<file path="config.mk">
export PLATFORM = sky130hd
export DESIGN_NAME = video_mem_port_flat
export DESIGN_NICKNAME = d
export VERILOG_FILES = /design/src/rtl/video_mem_port_if.sv /design/src/rtl/video_mem_port.sv /design/src/flat_wrapper.sv
export SDC_FILE = /design/constraint.sdc
export NUM_CORES = 1
export LEC_CHECK = 0
export ABC_AREA = 1
export CAP_MARGIN = 0
export CORE_MARGIN = 2
export CORE_UTILIZATION = 45
export CTS_CLUSTER_SIZE = 10
export DETAILED_ROUTE_END_ITERATION = 6
export HOLD_SLACK_MARGIN = 0.12
export PLACE_DENSITY = 0.85
export SYNTH_ARGS = -nofsm -noshare
export SYNTH_HDL_FRONTEND = slang
export SYNTH_SLANG_ARGS = --single-unit
</file>
<file path="constraint.sdc">
create_clock -name clk -period 3.2 [get_ports clk]
set_input_delay 0.32 -clock clk [delete_from_list [all_inputs] [get_ports clk]]
set_output_delay 0.32 -clock clk [all_outputs]
set_load 0.005 [all_outputs]
</file>
<file path="src/rtl/video_mem_port_if.sv">
// Bus bundle for video_mem_port: video fetch port, CPU port and DRAM controller side.
// The responder (video_mem_port) uses the slave modport; requesters/bench use master.
interface video_mem_port_if;
  // Slot timing
  logic        dram_slot;
  logic        frame_sync;
  // Video fetch port
  logic        video_go;
  logic [1:0]  video_bw;
  logic [20:0] video_addr;
  logic        video_next;
  logic        video_strobe;
  logic [15:0] video_data;
  // CPU port
  logic        cpu_req;
  logic        cpu_rnw;
  logic [21:0] cpu_addr;
  logic [7:0]  cpu_wrdata;
  logic        cpu_next;
  logic        cpu_strobe;
  logic [7:0]  cpu_rddata;
  // DRAM controller side
  logic        dram_req;
  logic        dram_rnw;
  logic [20:0] dram_addr;
  logic [1:0]  dram_bsel;
  logic [15:0] dram_wrdata;
  logic [15:0] dram_rddata;

  modport slave (
    input  dram_slot, frame_sync,
    input  video_go, video_bw, video_addr,
    output video_next, video_strobe, video_data,
    input  cpu_req, cpu_rnw, cpu_addr, cpu_wrdata,
    output cpu_next, cpu_strobe, cpu_rddata,
    output dram_req, dram_rnw, dram_addr, dram_bsel, dram_wrdata,
    input  dram_rddata
  );

  modport master (
    output dram_slot, frame_sync,
    output video_go, video_bw, video_addr,
    input  video_next, video_strobe, video_data,
    output cpu_req, cpu_rnw, cpu_addr, cpu_wrdata,
    input  cpu_next, cpu_strobe, cpu_rddata,
    input  dram_req, dram_rnw, dram_addr, dram_bsel, dram_wrdata,
    output dram_rddata
  );
endinterface

</file>
<file path="src/rtl/video_mem_port.sv">
// video_mem_port: DRAM slot responder for the video fetch port and the CPU port.
// Each dram_slot pulse grants one access to video or CPU based on video_bw and the
// slot counter; read data returns RD_LAT+2 clocks after the slot through a tag pipeline.
// Optional macro VPORT_CPU_FALLBACK_EN: hand unused video-eligible slots to the CPU.
module video_mem_port #(
  parameter int unsigned RD_LAT = 3
) (
  input logic           clk,
  input logic           rst,
  video_mem_port_if.slave bus
);

  localparam int unsigned NumStages = RD_LAT + 1;

  typedef struct packed {
    logic vid;
    logic cpurd;
    logic lowsel;
  } tag_t;

  logic [2:0]  sc_q;
  logic [2:0]  slot_idx;
  logic        video_elig;
  logic        grant_video;
  logic        grant_cpu;
  tag_t        tag_in;
  tag_t        tag_q [NumStages];

  logic        req_q;
  logic        rnw_q;
  logic [20:0] addr_q;
  logic [1:0]  bsel_q;
  logic [15:0] wrdata_q;
  logic        vnext_q;
  logic        cnext_q;
  logic        vstrobe_q;
  logic [15:0] vdata_q;
  logic        cstrobe_q;
  logic [7:0]  cdata_q;

  // Slot index and grant decision for a slot opening this cycle
  always_comb begin
    // A coincident frame_sync makes this slot index 0
    slot_idx   = bus.frame_sync ? 3'd0 : sc_q;
    video_elig = 1'b0;
    unique case (bus.video_bw)
      2'b00:   video_elig = (slot_idx == 3'd0);
      2'b01:   video_elig = (slot_idx[1:0] == 2'b00);
      2'b10:   video_elig = ~slot_idx[0];
      default: video_elig = 1'b1;
    endcase
    grant_video = video_elig & bus.video_go;
`ifdef VPORT_CPU_FALLBACK_EN
    grant_cpu   = bus.cpu_req & ~grant_video;
`else
    // Video-eligible slots stay reserved so CPU timing does not depend on video_go
    grant_cpu   = bus.cpu_req & ~video_elig;
`endif
    tag_in.vid    = bus.dram_slot & grant_video;
    tag_in.cpurd  = bus.dram_slot & grant_cpu & bus.cpu_rnw;
    tag_in.lowsel = ~bus.cpu_addr[0];
  end

  // Slot counter and registered DRAM request / next pulses
  always_ff @(posedge clk) begin
    if (rst) begin
      sc_q     <= 3'd0;
      req_q    <= 1'b0;
      rnw_q    <= 1'b1;
      addr_q   <= '0;
      bsel_q   <= 2'b00;
      wrdata_q <= '0;
      vnext_q  <= 1'b0;
      cnext_q  <= 1'b0;
    end else begin
      req_q   <= 1'b0;
      vnext_q <= 1'b0;
      cnext_q <= 1'b0;
      if (bus.dram_slot) begin
        sc_q <= slot_idx + 3'd1;
        if (grant_video) begin
          req_q   <= 1'b1;
          vnext_q <= 1'b1;
          rnw_q   <= 1'b1;
          addr_q  <= bus.video_addr;
          bsel_q  <= 2'b11;
        end else if (grant_cpu) begin
          req_q    <= 1'b1;
          cnext_q  <= 1'b1;
          rnw_q    <= bus.cpu_rnw;
          addr_q   <= bus.cpu_addr[21:1];
          bsel_q   <= bus.cpu_addr[0] ? 2'b10 : 2'b01;
          wrdata_q <= {bus.cpu_wrdata, bus.cpu_wrdata};
        end
      end else if (bus.frame_sync) begin
        sc_q <= 3'd0;
      end
    end
  end

  // Tag pipeline: last stage lines up with the cycle dram_rddata is valid
  always_ff @(posedge clk) begin
    if (rst) begin
      for (int i = 0; i < int'(NumStages); i++) begin
        tag_q[i] <= '0;
      end
    end else begin
      tag_q[0] <= tag_in;
      for (int i = 1; i < int'(NumStages); i++) begin
        tag_q[i] <= tag_q[i-1];
      end
    end
  end

  // Read data capture and strobes
  always_ff @(posedge clk) begin
    if (rst) begin
      vstrobe_q <= 1'b0;
      vdata_q   <= '0;
      cstrobe_q <= 1'b0;
      cdata_q   <= '0;
    end else begin
      vstrobe_q <= tag_q[RD_LAT].vid;
      cstrobe_q <= tag_q[RD_LAT].cpurd;
      if (tag_q[RD_LAT].vid) begin
        vdata_q <= bus.dram_rddata;
      end
      if (tag_q[RD_LAT].cpurd) begin
        cdata_q <= tag_q[RD_LAT].lowsel ? bus.dram_rddata[7:0] : bus.dram_rddata[15:8];
      end
    end
  end

  assign bus.dram_req     = req_q;
  assign bus.dram_rnw     = rnw_q;
  assign bus.dram_addr    = addr_q;
  assign bus.dram_bsel    = bsel_q;
  assign bus.dram_wrdata  = wrdata_q;
  assign bus.video_next   = vnext_q;
  assign bus.video_strobe = vstrobe_q;
  assign bus.video_data   = vdata_q;
  assign bus.cpu_next     = cnext_q;
  assign bus.cpu_strobe   = cstrobe_q;
  assign bus.cpu_rddata   = cdata_q;

endmodule

</file>
<file path="src/flat_wrapper.sv">
// flat-port wrapper written by rule: the top's interface ports become plain ports
module video_mem_port_flat 
#(
  parameter int unsigned RD_LAT = 3
)
  (clk, rst, bus_dram_slot, bus_frame_sync, bus_video_go, bus_video_bw, bus_video_addr, bus_video_next, bus_video_strobe, bus_video_data, bus_cpu_req, bus_cpu_rnw, bus_cpu_addr, bus_cpu_wrdata, bus_cpu_next, bus_cpu_strobe, bus_cpu_rddata, bus_dram_req, bus_dram_rnw, bus_dram_addr, bus_dram_bsel, bus_dram_wrdata, bus_dram_rddata);
  video_mem_port_if bus_i ();
  input logic clk;
  input logic rst;
  input wire logic [$bits(bus_i.dram_slot)-1:0] bus_dram_slot;
  input wire logic [$bits(bus_i.frame_sync)-1:0] bus_frame_sync;
  input wire logic [$bits(bus_i.video_go)-1:0] bus_video_go;
  input wire logic [$bits(bus_i.video_bw)-1:0] bus_video_bw;
  input wire logic [$bits(bus_i.video_addr)-1:0] bus_video_addr;
  output wire logic [$bits(bus_i.video_next)-1:0] bus_video_next;
  output wire logic [$bits(bus_i.video_strobe)-1:0] bus_video_strobe;
  output wire logic [$bits(bus_i.video_data)-1:0] bus_video_data;
  input wire logic [$bits(bus_i.cpu_req)-1:0] bus_cpu_req;
  input wire logic [$bits(bus_i.cpu_rnw)-1:0] bus_cpu_rnw;
  input wire logic [$bits(bus_i.cpu_addr)-1:0] bus_cpu_addr;
  input wire logic [$bits(bus_i.cpu_wrdata)-1:0] bus_cpu_wrdata;
  output wire logic [$bits(bus_i.cpu_next)-1:0] bus_cpu_next;
  output wire logic [$bits(bus_i.cpu_strobe)-1:0] bus_cpu_strobe;
  output wire logic [$bits(bus_i.cpu_rddata)-1:0] bus_cpu_rddata;
  output wire logic [$bits(bus_i.dram_req)-1:0] bus_dram_req;
  output wire logic [$bits(bus_i.dram_rnw)-1:0] bus_dram_rnw;
  output wire logic [$bits(bus_i.dram_addr)-1:0] bus_dram_addr;
  output wire logic [$bits(bus_i.dram_bsel)-1:0] bus_dram_bsel;
  output wire logic [$bits(bus_i.dram_wrdata)-1:0] bus_dram_wrdata;
  input wire logic [$bits(bus_i.dram_rddata)-1:0] bus_dram_rddata;
  assign bus_i.dram_slot = bus_dram_slot;
  assign bus_i.frame_sync = bus_frame_sync;
  assign bus_i.video_go = bus_video_go;
  assign bus_i.video_bw = bus_video_bw;
  assign bus_i.video_addr = bus_video_addr;
  assign bus_video_next = bus_i.video_next;
  assign bus_video_strobe = bus_i.video_strobe;
  assign bus_video_data = bus_i.video_data;
  assign bus_i.cpu_req = bus_cpu_req;
  assign bus_i.cpu_rnw = bus_cpu_rnw;
  assign bus_i.cpu_addr = bus_cpu_addr;
  assign bus_i.cpu_wrdata = bus_cpu_wrdata;
  assign bus_cpu_next = bus_i.cpu_next;
  assign bus_cpu_strobe = bus_i.cpu_strobe;
  assign bus_cpu_rddata = bus_i.cpu_rddata;
  assign bus_dram_req = bus_i.dram_req;
  assign bus_dram_rnw = bus_i.dram_rnw;
  assign bus_dram_addr = bus_i.dram_addr;
  assign bus_dram_bsel = bus_i.dram_bsel;
  assign bus_dram_wrdata = bus_i.dram_wrdata;
  assign bus_i.dram_rddata = bus_dram_rddata;
  video_mem_port #(.RD_LAT(RD_LAT)) u_core (.clk(clk), .rst(rst), .bus(bus_i));
endmodule
</file>
==> results of run 1 <==
==> through the flow <==
stage	hold WS, ns	total power [mW]
floorplan	0.388	1.17
global placement	0.389	1.35
detailed placement	0.393	1.36
CTS	0.404	2.09
global route	0.423	2.18
finish	0.401	2.08
==> sequential cells by signal (all words and copies together) (netlist names), 2 cells and up <==
register,flops
u_core.bus.dram_addr,21
u_core.bus.video_data,16
u_core.tag_q,12
u_core.bus.cpu_rddata,8
u_core.bus.dram_wrdata,8
u_core.sc_q,3
u_core.bus.dram_bsel,2
==> kinds of logic (layout without fill, tap and decap cells) <==
| kind of cell | after synthesis | count (layout) | synth area share |
|---|---|---|---|
| AO/OA/AOI/OAI | 48 | 48 | 0.0745 |
| adder cells (fa/ha/maj) | 1 | 1 | 0.00382 |
| buffers and inverters | 80 | 210 | 0.116 |
| flip-flops | 76 | 76 | 0.464 |
| AND/OR/NAND/NOR | 254 | 254 | 0.341 |
==> metal layers <==
metal / global-route usage / share of wire / up-vias
met1: 0.229 / 0.40 / 1465
met5: 0 / 0 / -
met3: 0.0582 / 0.079 / 15
met2: 0.387 / 0.50 / 122
li1: - / - / 1685
met4: 0.0963 / 0.021 / 0
==> layout make-up <==
class                   instances  area (um^2)
fillers                       611         2250
inverters                      46          173
clock inverters                 7         82.6
flip-flops and latches         76         1520
multi-input cells             303         1370
repair buffers                148         1480
clock buffers                   9          124
well taps                      99          124
==> cell usage after synthesis <==
master / instances
nand2_1: 98
nor2_1: 93
dfxtp_1: 76
inv_1: 42
nand3_1: 30
o21ai_0: 28
nand4_1: 21
a21oi_1: 18
buf_4: 11
clkbuf_1: 9
buf_2: 8
buf_6: 4
nand2_2: 4
buf_1: 2
clkinv_1: 2
inv_2: 2
nand3_2: 2
a21oi_2: 1
ha_1: 1
nand2_4: 1
nand3_4: 1
nand3b_1: 1
nand4_4: 1
nor2_4: 1
nor3_1: 1
o21ai_1: 1
==> worst paths after layout <==
path | startpoint | to | slack [ns] | cells after the start
max reg2reg | u_core.sc_q[0] | u_core.bus.dram_bsel[0] | 1.24 | 12
max | bus_frame_sync | u_core.bus.dram_bsel[0] | 1.09 | 12
min | u_core.tag_q[2][1] | u_core.tag_q[3][1] | 0.40 | 2
min reg2reg | u_core.tag_q[2][1] | u_core.tag_q[3][1] | 0.40 | 2
==> worst max-delay path, cell delays in order <==
cell             delay, ns
clkdlybuf4s50_1       0.48
nor2_4                0.18
inv_1                 0.07
ha_1                  0.19
nand2_2               0.08
nand2_4               0.16
nand2_2               0.14
nand2_2               0.34
nand2_1               0.20
o21ai_0               0.10
nand2_1               0.07
inv_1                 0.04
==> where the power goes <==
part	internal, mW	switching (mW)	total, mW
Sequential	0.983	0.0190	1.00
Combinational	0.193	0.144	0.337
Clock	0.372	0.373	0.745
==> metrics.md, run 1 <==
| Metric | Value |
|---|---|
| Status | `completed` |
| Final wirelength | `8390 um` |
| Dpl ws | `0.732 ns` |
| Die ar. | `0.00798 mm^2` |
| Final Core Density | `0.684` |
| Layout Nets | `661` |
| Worst hold path class | `flop to flop` |
| CTS resizes | `0` |
| Initial antenna violation count | `0` |
| P per Cell Area | `427 mW/mm^2` |
| Clk slew on worst S/H paths | `0.09 ns` |
| Largest net degree at the start of global routing | `41` |
| Initial DRC count | `140` |
| Fin crit share | `0.660` |
| Post-Syn Nets | `536` |
| Core footprint | `0.00714 mm^2` |
| Worst clock skew | `0.0131 ns` |
| Final min period | `2.11 ns` |
| Synth Instances | `459` |
| Layout cells sized above 1 | `0.0560` |
| # hold bufs at CTS | `0` |
| Commonest cells after routing, fill and taps aside | `clkdlybuf4s50_1, nand2_1, nor2_1` |
| Initial Utilization | `0.459` |
| Tot GR Track Use | `0.213` |
| WL/cell | `12.2 um` |
| Sequential element share of the synthesized area | `0.464` |
| DRT Pass-1 Iters | `4` |
| CP arrival | `2.37 ns` |
| CTS tree | `done` |
| Die width | `89.3 um` |
| Io pins | `145` |
| Final worst setup slack | `1.09 ns` |
| Setup Buffers After CTS | `0` |
| # clock sinks | `76` |
| Relative slew slack | `0.559` |
| Final setup vio count | `0` |
| Row count | `31` |
| H-tree levels | `3` |
| Crit path capture type | `flop` |
| DP HPWL | `6290 um` |
| Routability cong. | `0.841` |
| First-pass GRT wire length | `13200 um` |
| Worst-Margin Slew | `0.661 ns` |
| #FFs+latches synth | `76` |
| Unique masters post-synth | `26` |
| Placed instance count | `672` |
| CTS Root Buffer Type | `clkbuf_8` |
| Maximum VDD drop | `0.000179 V` |
| Lkg Pwr | `2.18 nW` |
| Remaining global-route overflow | `0` |
| Post-Layout Cell Count | `688` |
| Vias per cell | `4.78` |
| Cell taking the most area after synthesis | `dfxtp_1` |
| Max Fclk | `0.474 GHz` |
| Synth top area share | `0.464` |
| Worst-path maximum fanout | `32` |
| Max-capacitance violation count | `0` |
| Ys Warns | `0` |
| Critical Path RT | `3.46 ns` |
| Worst setup SP type | `input port` |
| CTS Buf Count | `9` |
| Drt drc | `0` |
| Post-route antenna net violation count | `0` |
| Buffers added on ports | `144` |
| Syn-to-layout area delta | `49.0%` |
| Most common cell after layout, fill and taps aside | `clkdlybuf4s50_1` |
| RSZ-0062 raised after global routing | `no` |
| Post-synthesis cell area | `0.00328 mm^2` |
| Final Hold Viols | `0` |
| Die height | `89.3 um` |
| Vias in the first global route | `3060` |
| Synth area leaders | `dfxtp_1, nand2_1, nor2_1` |
| Pins Over Slew Limit | `0` |
| Mean Syn Cell Area | `7.14 um^2` |
| Via Count | `3287` |
| Final TNS setup | `0 ns` |
| Critical path class | `input port to flop` |
| Clk_lat worst skew | `0.35 ns` |
| CTS Buffer Depth | `2` |
| Fin area | `0.00488 mm^2` |
| Area after DPL | `0.00468 mm^2` |
| Antenna cells | `0` |
Note: power is estimated with default switching activity, not from simulation.
==> inputs of run 2 (changes only) <==
--- a/config.mk
+++ b/config.mk
@@ -8,11 +8,11 @@
 export ABC_AREA = 1
 export CAP_MARGIN = 0
 export CORE_MARGIN = 2
-export CORE_UTILIZATION = 45
+export CORE_UTILIZATION = 38
 export CTS_CLUSTER_SIZE = 10
 export DETAILED_ROUTE_END_ITERATION = 6
 export HOLD_SLACK_MARGIN = 0.12
-export PLACE_DENSITY = 0.85
+export PLACE_DENSITY = 0.77
 export SYNTH_ARGS = -nofsm -noshare
 export SYNTH_HDL_FRONTEND = slang
 export SYNTH_SLANG_ARGS = --single-unit
==> constraint.sdc (replaced) <==
create_clock -name clk -period 1.7 [get_ports clk]
set_input_delay 0.17 -clock clk [delete_from_list [all_inputs] [get_ports clk]]
set_output_delay 0.17 -clock clk [all_outputs]
set_load 0.005 [all_outputs]
==> run 2 against run 1 <==
Critical path depth is 1 higher. Utilization decreased by 7.6 points. Hold slack worse by 0.043 ns. Global-route usage decreased by 2.5 points. Via count rose by 1.2%. Die area grew 18%. Non-clock buffer count grew 12. Sequential share of layout area decreased by 1.0 points. Count of clock-buffer cells in the layout is 3 higher. Cell count increased by 2.9%. Worst setup slack worse by 0.94 ns. Largest power group unchanged.
==> metrics.md, run 2 (same netlist as run 1, synthesis figures left out) <==
| Metric | Value |
|---|---|
| Status | `completed` |
| Maximum VDD drop | `0.000389 V (+120%)` |
| Min-delay src | `bus_cpu_wrdata[2]` |
| Worst-Margin Slew | `0.464 ns (-0.197 ns)` |
| Critical Path RT | `1.95 ns (-1.51 ns)` |
| Antenna cells | `0 (unchanged)` |
| Final wirelength | `9040 um (+7.8%)` |
| Total power | `4.08 mW (+96%)` |
| Layout cells sized above 1 | `0.0796 (+0.0236)` |
| H-tree levels | `3 (unchanged)` |
| Clk_lat worst skew | `0.35 ns (about the same)` |
| Final Hold Viols | `0 (unchanged)` |
| CP arrival | `1.79 ns (-0.58 ns)` |
| Die height | `96.9 um (+8.4%)` |
| Placed instance count | `690 (+2.7%)` |
| Initial DRC count | `125 (-11%)` |
| Via Count | `3328 (+1.2%)` |
| Vias in the first global route | `3041 (-0.62%)` |
| Initial Utilization | `0.395 (-0.0643)` |
| CTS Root Buffer Type | `clkbuf_8` |
| Worst clock skew | `0.00702 ns (-0.00608 ns)` |
| Most common cell after layout, fill and taps aside | `clkdlybuf4s50_1` |
| Remaining global-route overflow | `0 (unchanged)` |
| Worst Hold Depth | `3 (+1)` |
| Worst-path maximum fanout | `21 (-34%)` |
| Die width | `96.9 um (+8.4%)` |
| Vias per cell | `4.70 (-1.6%)` |
| DP HPWL | `6610 um (+5.1%)` |
| Initial antenna violation count | `0 (unchanged)` |
| Die ar. | `0.00938 mm^2 (+18%)` |
| Syn-to-layout area delta | `54.0%` |
| CTS Buffer Depth | `2 (unchanged)` |
| Post-Layout Cell Count | `708 (+2.9%)` |
| Row count | `33 (+6.5%)` |
| Max-capacitance violation count | `0 (unchanged)` |
| Io pins | `145 (unchanged)` |
| Area after DPL | `0.00480 mm^2 (+2.6%)` |
| Largest net degree at the start of global routing | `27 (-34%)` |
| Fin crit share | `0.911` |
| Flop2flop setup slack | `0.15 ns (-1.09 ns)` |
| Relative slew slack | `0.689 (+0.130)` |
| RSZ-0062 raised after global routing | `yes` |
| Drt drc | `0 (unchanged)` |
| Worst R2R Start | `u_core.sc_q[0]` |
| Clk slew on worst S/H paths | `0.08 ns (about the same)` |
| Final min period | `1.55 ns` |
| Crit path capture type | `flop` |
| DRT Pass-1 Iters | `4 (unchanged)` |
| Final setup vio count | `0 (unchanged)` |
| First-pass GRT wire length | `14600 um (+10%)` |
| Layout Nets | `675 (+2.1%)` |
| Routability cong. | `0.826 (-1.8%)` |
| Fillers | `725 (+19%)` |
| Worst setup SP type | `flop` |
| Max Fclk | `0.646 GHz` |
| # clock sinks | `76 (unchanged)` |
| Critical path class | `flop to flop` |
| Core footprint | `0.00830 mm^2 (+16%)` |
| CTS Buf Count | `9 (unchanged)` |
| Final Core Density | `0.608 (-0.0761)` |
| WL/cell | `12.8 um (+4.7%)` |
| Buffers added on ports | `144 (unchanged)` |
| Setup Buffers After CTS | `0 (unchanged)` |
| P per Cell Area | `809 mW/mm^2 (+90%)` |
| Lkg Pwr | `2.26 nW (+3.6%)` |
| Largest register FFs | `21 (unchanged)` |
| CTS tree | `done` |
| Fin area | `0.00505 mm^2 (+3.4%)` |
| Worst hold path class | `input port to flop` |
| Tot GR Track Use | `0.187 (-0.0254)` |
| R2r worst-path depth | `13 (+1)` |
| FF-to-FF End | `u_core.bus.dram_addr[7]` |
| Post-route antenna net violation count | `0 (unchanged)` |
| Commonest cells after routing, fill and taps aside | `clkdlybuf4s50_1, nand2_1, nor2_1` |
| Hold EP | `u_core.bus.dram_wrdata[10]` |
| Pins Over Slew Limit | `0 (unchanged)` |
[run 2: worst max-delay path, stage by stage (launching register included)]
cell     delay [ns]
dfxtp_1        0.31
inv_1          0.05
nor2_4         0.08
inv_1          0.05
ha_1           0.18
nand2_2        0.08
nand2_4        0.08
nand2_2        0.09
nand2_1        0.05
nand2_1        0.07
nand2_2        0.07
buf_12         0.17
nor2_1         0.11
nor2_1         0.05
[run 2: layout make-up]
type | count | area, um^2 | share of cell area
clock buffer | 12 | 145 | 0.0288
clock inverter | 4 | 72.6 | 0.0144
inverter | 46 | 173 | 0.0342
multi-input combinational | 304 | 1400 | 0.277
sequential | 76 | 1520 | 0.302
tap | 105 | 131 | 0.0260
timing repair buffer | 160 | 1600 | 0.317
timing repair inverter | 1 | 7.51 | 0.00149
[run 2: report_power, final]
group | internal, mW | switching [mW]
registers | 1.85 | 0.0379
logic | 0.387 | 0.287
clock network | 0.866 | 0.653
[run 2: worst max-delay path by stage]
stage	startpoint	to	slack, ns	depth (start not counted)
floorplan	u_core.sc_q[0]	u_core.bus.dram_addr[0]	0.25	13
global placement	bus_frame_sync	u_core.bus.dram_addr[7]	-0.15	10
detailed placement	bus_frame_sync	u_core.bus.dram_addr[18]	-0.21	10
CTS	bus_frame_sync	u_core.bus.dram_addr[18]	0.15	10
global route	u_core.sc_q[0]	u_core.bus.dram_addr[3]	-0.0008	12
finish	u_core.sc_q[0]	u_core.bus.dram_addr[7]	0.15	13
[run 2: timing repair]
action                                  in CTS  in global routing
gates resized for setup                      0                  4
hold buffers                                 0                  0
endpoints found under the setup margin       0                  6
hold endpoints to repair                     0                  0
[run 2: routing by layer]
layer  part of all wire  up-vias  wire, um  GRT usage
li1                   -     1718         -          -
met5                  0        -         0          0
met2               0.47      126      4290      0.310
met1               0.43     1472      3890      0.226
met4              0.018        0       166     0.0758
met3              0.077       12       696     0.0578
[run 2: stage by stage]
| stage | hold WS [ns] | setup slack, ns | TNS (ns) |
|---|---|---|---|
| 3_5_place_dp | 0.393 | -0.212 | -5.86 |
| 6_report | 0.358 | 0.151 | 0 |
| 5_1_grt | 0.350 | -0.000755 | -0.000755 |
| 4_1_cts | 0.342 | 0.152 | 0 |
| 3_3_place_gp | 0.390 | -0.149 | -4.39 |
| 2_1_floorplan | 0.242 | 0.245 | 0 |
==> inputs of run 3 (changes only) <==
--- a/config.mk
+++ b/config.mk
@@ -7,7 +7,7 @@
 export LEC_CHECK = 0
 export ABC_AREA = 1
 export CAP_MARGIN = 0
-export CORE_MARGIN = 2
+export CORE_MARGIN = 8
 export CORE_UTILIZATION = 38
 export CTS_CLUSTER_SIZE = 10
 export DETAILED_ROUTE_END_ITERATION = 6
==> run 3 against run 2 <==
Total power fell by 6.2%. Global-route usage fell by 2.4 points. Die area rose by 26%. Register-to-register slack barely moved. Non-clock buffer count rose by 4. Largest power group unchanged. Highest routed layer unchanged.
==> metrics.md, run 3 (same netlist as run 1, synthesis figures left out) <==
| Metric | Value |
|---|---|
| Status | `completed` |
| Routability cong. | `0.766 (-7.3%)` |
| Relative slew slack | `0.696 (+0.00776)` |
| CTS Buf Count | `9 (unchanged)` |
| Drt drc | `0 (unchanged)` |
| Row count | `34 (+3.0%)` |
| Delay of the slowest critical-path stage | `0.31 ns (about the same)` |
| Clk slew on worst S/H paths | `0.09 ns (about the same)` |
| Commonest cells after routing, fill and taps aside | `clkdlybuf4s50_1, nand2_1, nor2_1` |
| Initial Utilization | `0.383 (-0.0116)` |
| CTS Buffer Depth | `2 (unchanged)` |
| Max-capacitance violation count | `0 (unchanged)` |
| Hold slack | `0.364 ns (+0.00601 ns)` |
| Worst-path maximum fanout | `8 (-62%)` |
| Fillers | `772 (+6.5%)` |
| Pins Over Slew Limit | `0 (unchanged)` |
| CTS resizes | `0 (unchanged)` |
| Final Hold Viols | `0 (unchanged)` |
| Maximum VDD drop | `0.000361 V (-7.1%)` |
| RSZ-0062 raised after global routing | `no` |
| Layout Nets | `677 (+0.30%)` |
| Core footprint | `0.00855 mm^2 (+3.0%)` |
| Clk_lat worst skew | `0.34 ns (about the same)` |
| Worst hold path class | `input port to flop` |
| Largest register FFs | `21 (unchanged)` |
| Worst-Margin Slew | `0.452 ns (-0.0116 ns)` |
| Most common cell after layout, fill and taps aside | `clkdlybuf4s50_1` |
| Critical Path RT | `1.94 ns (about the same)` |
| P per Cell Area | `759 mW/mm^2 (-6.2%)` |
| Min-delay src | `bus_cpu_wrdata[7]` |
| Syn-to-layout area delta | `54.0% (unchanged)` |
| Cells along the critical path | `inv_1, nor2_4, inv_1, ha_1, nand2_2, nand2_4, nand2_2, nand2_1, nand2_1, nand2_2, buf_4, nor2_1, nor2_1` |
| Die ar. | `0.0119 mm^2 (+26%)` |
| Worst setup startpoint | `u_core.sc_q[0]` |
| Final min period | `1.55 ns (-0.000707 ns)` |
| Largest net degree at the start of global routing | `35 (+30%)` |
| Fin crit share | `0.911 (about the same)` |
| Antenna cells | `0 (unchanged)` |
| Vias per cell | `4.62 (-1.7%)` |
| CP arrival | `1.79 ns (about the same)` |
| Tot GR Track Use | `0.164 (-0.0237)` |
| Die width | `109 um (+12%)` |
| Crit path capture type | `flop` |
| Worst R2R Start | `u_core.sc_q[0]` |
| Final wirelength | `9640 um (+6.7%)` |
| Setup Buffers After CTS | `0 (unchanged)` |
| Layout cells sized above 1 | `0.0810 (+0.00139)` |
| Post-route antenna net violation count | `0 (unchanged)` |
| Multi-input logic area | `0.00138 mm^2 (-1.3%)` |
| Register Area | `0.00152 mm^2 (unchanged)` |
| Final setup vio count | `0 (unchanged)` |
| CTS Root Buffer Type | `clkbuf_8` |
| Worst clock skew | `0.00994 ns (+0.00292 ns)` |
| DP HPWL | `7540 um (+14%)` |
| Die height | `109 um (+12%)` |
| # hold bufs at CTS | `0 (unchanged)` |
| Remaining global-route overflow | `0 (unchanged)` |
| Max Fclk | `0.646 GHz (about the same)` |
| First-pass GRT wire length | `15700 um (+7.9%)` |
| CTS tree | `done` |
| Worst setup SP type | `flop` |
| Initial antenna violation count | `0 (unchanged)` |
| WL/cell | `13.5 um (+6.0%)` |
| Io pins | `145 (unchanged)` |
| Initial DRC count | `119 (-4.8%)` |
| Critical path's most frequent cell | `nand2_2` |
| CP max stage cell | `dfxtp_1` |
| H-tree levels | `3 (unchanged)` |
| Vias in the first global route | `3273 (+7.6%)` |
| Critical path class | `flop to flop` |
| # clock sinks | `76 (unchanged)` |
| Via Count | `3293 (-1.1%)` |
| DRT Pass-1 Iters | `4 (unchanged)` |
| Buffers added on ports | `144 (unchanged)` |
| Lkg Pwr | `2.27 nW (+0.61%)` |
| Final TNS setup | `0 ns (unchanged)` |
[run 3: critical path, delay by kind of cell (launching register included)]
family / cells / cell delay [ns]
buffers and inverters: 3 / 0.29
adder cells (fa/ha/maj): 1 / 0.19
AND/OR/NAND/NOR: 9 / 0.68
flip-flops: 1 / 0.31
[run 3: area by class of cell]
class | count | share of cell area
timing repair buffer | 164 | 0.328
sequential | 76 | 0.302
multi-input combinational | 303 | 0.273
inverter | 46 | 0.0342
tap | 108 | 0.0268
clock buffer | 9 | 0.0245
clock inverter | 7 | 0.0119
[run 3: through the flow]
stage	area, um^2	total power, mW	util	setup slack, ns	std cells
after floorplan	3280	2.21	-	0.245	459
after global placement	4860	2.60	0.568	-0.130	697
after detailed placement	4860	2.61	0.568	-0.196	697
after CTS	5040	3.88	0.590	0.130	713
after global routing	5050	4.04	0.590	0.0147	713
final	5050	3.83	0.590	0.152	713
[run 3: routing by layer]
layer	vias up	GRT usage	part of all wire
li1	1717	-	-
met1	1433	0.191	0.41
met2	129	0.266	0.47
met3	14	0.0603	0.11
met4	0	0.0684	0.016
met5	-	0	0
[run 3: worst paths after layout]
| check | slack [ns] | cells after the start | to |
|---|---|---|---|
| hold reg to reg | 0.40 | 2 | u_core.tag_q[3][0] |
| setup reg to reg | 0.15 | 13 | u_core.bus.dram_addr[14] |
| hold / removal | 0.36 | 3 | u_core.bus.dram_wrdata[7] |
| setup / recovery | 0.15 | 13 | u_core.bus.dram_addr[14] |
[run 3: where the power goes]
part / switching, mW / leakage (nW) / internal [mW]
registers: 0.0362 / 0.619 / 1.85
logic: 0.289 / 1.57 / 0.397
clock network: 0.710 / 0.0840 / 0.549
total: 1.03 / 2.27 / 2.80
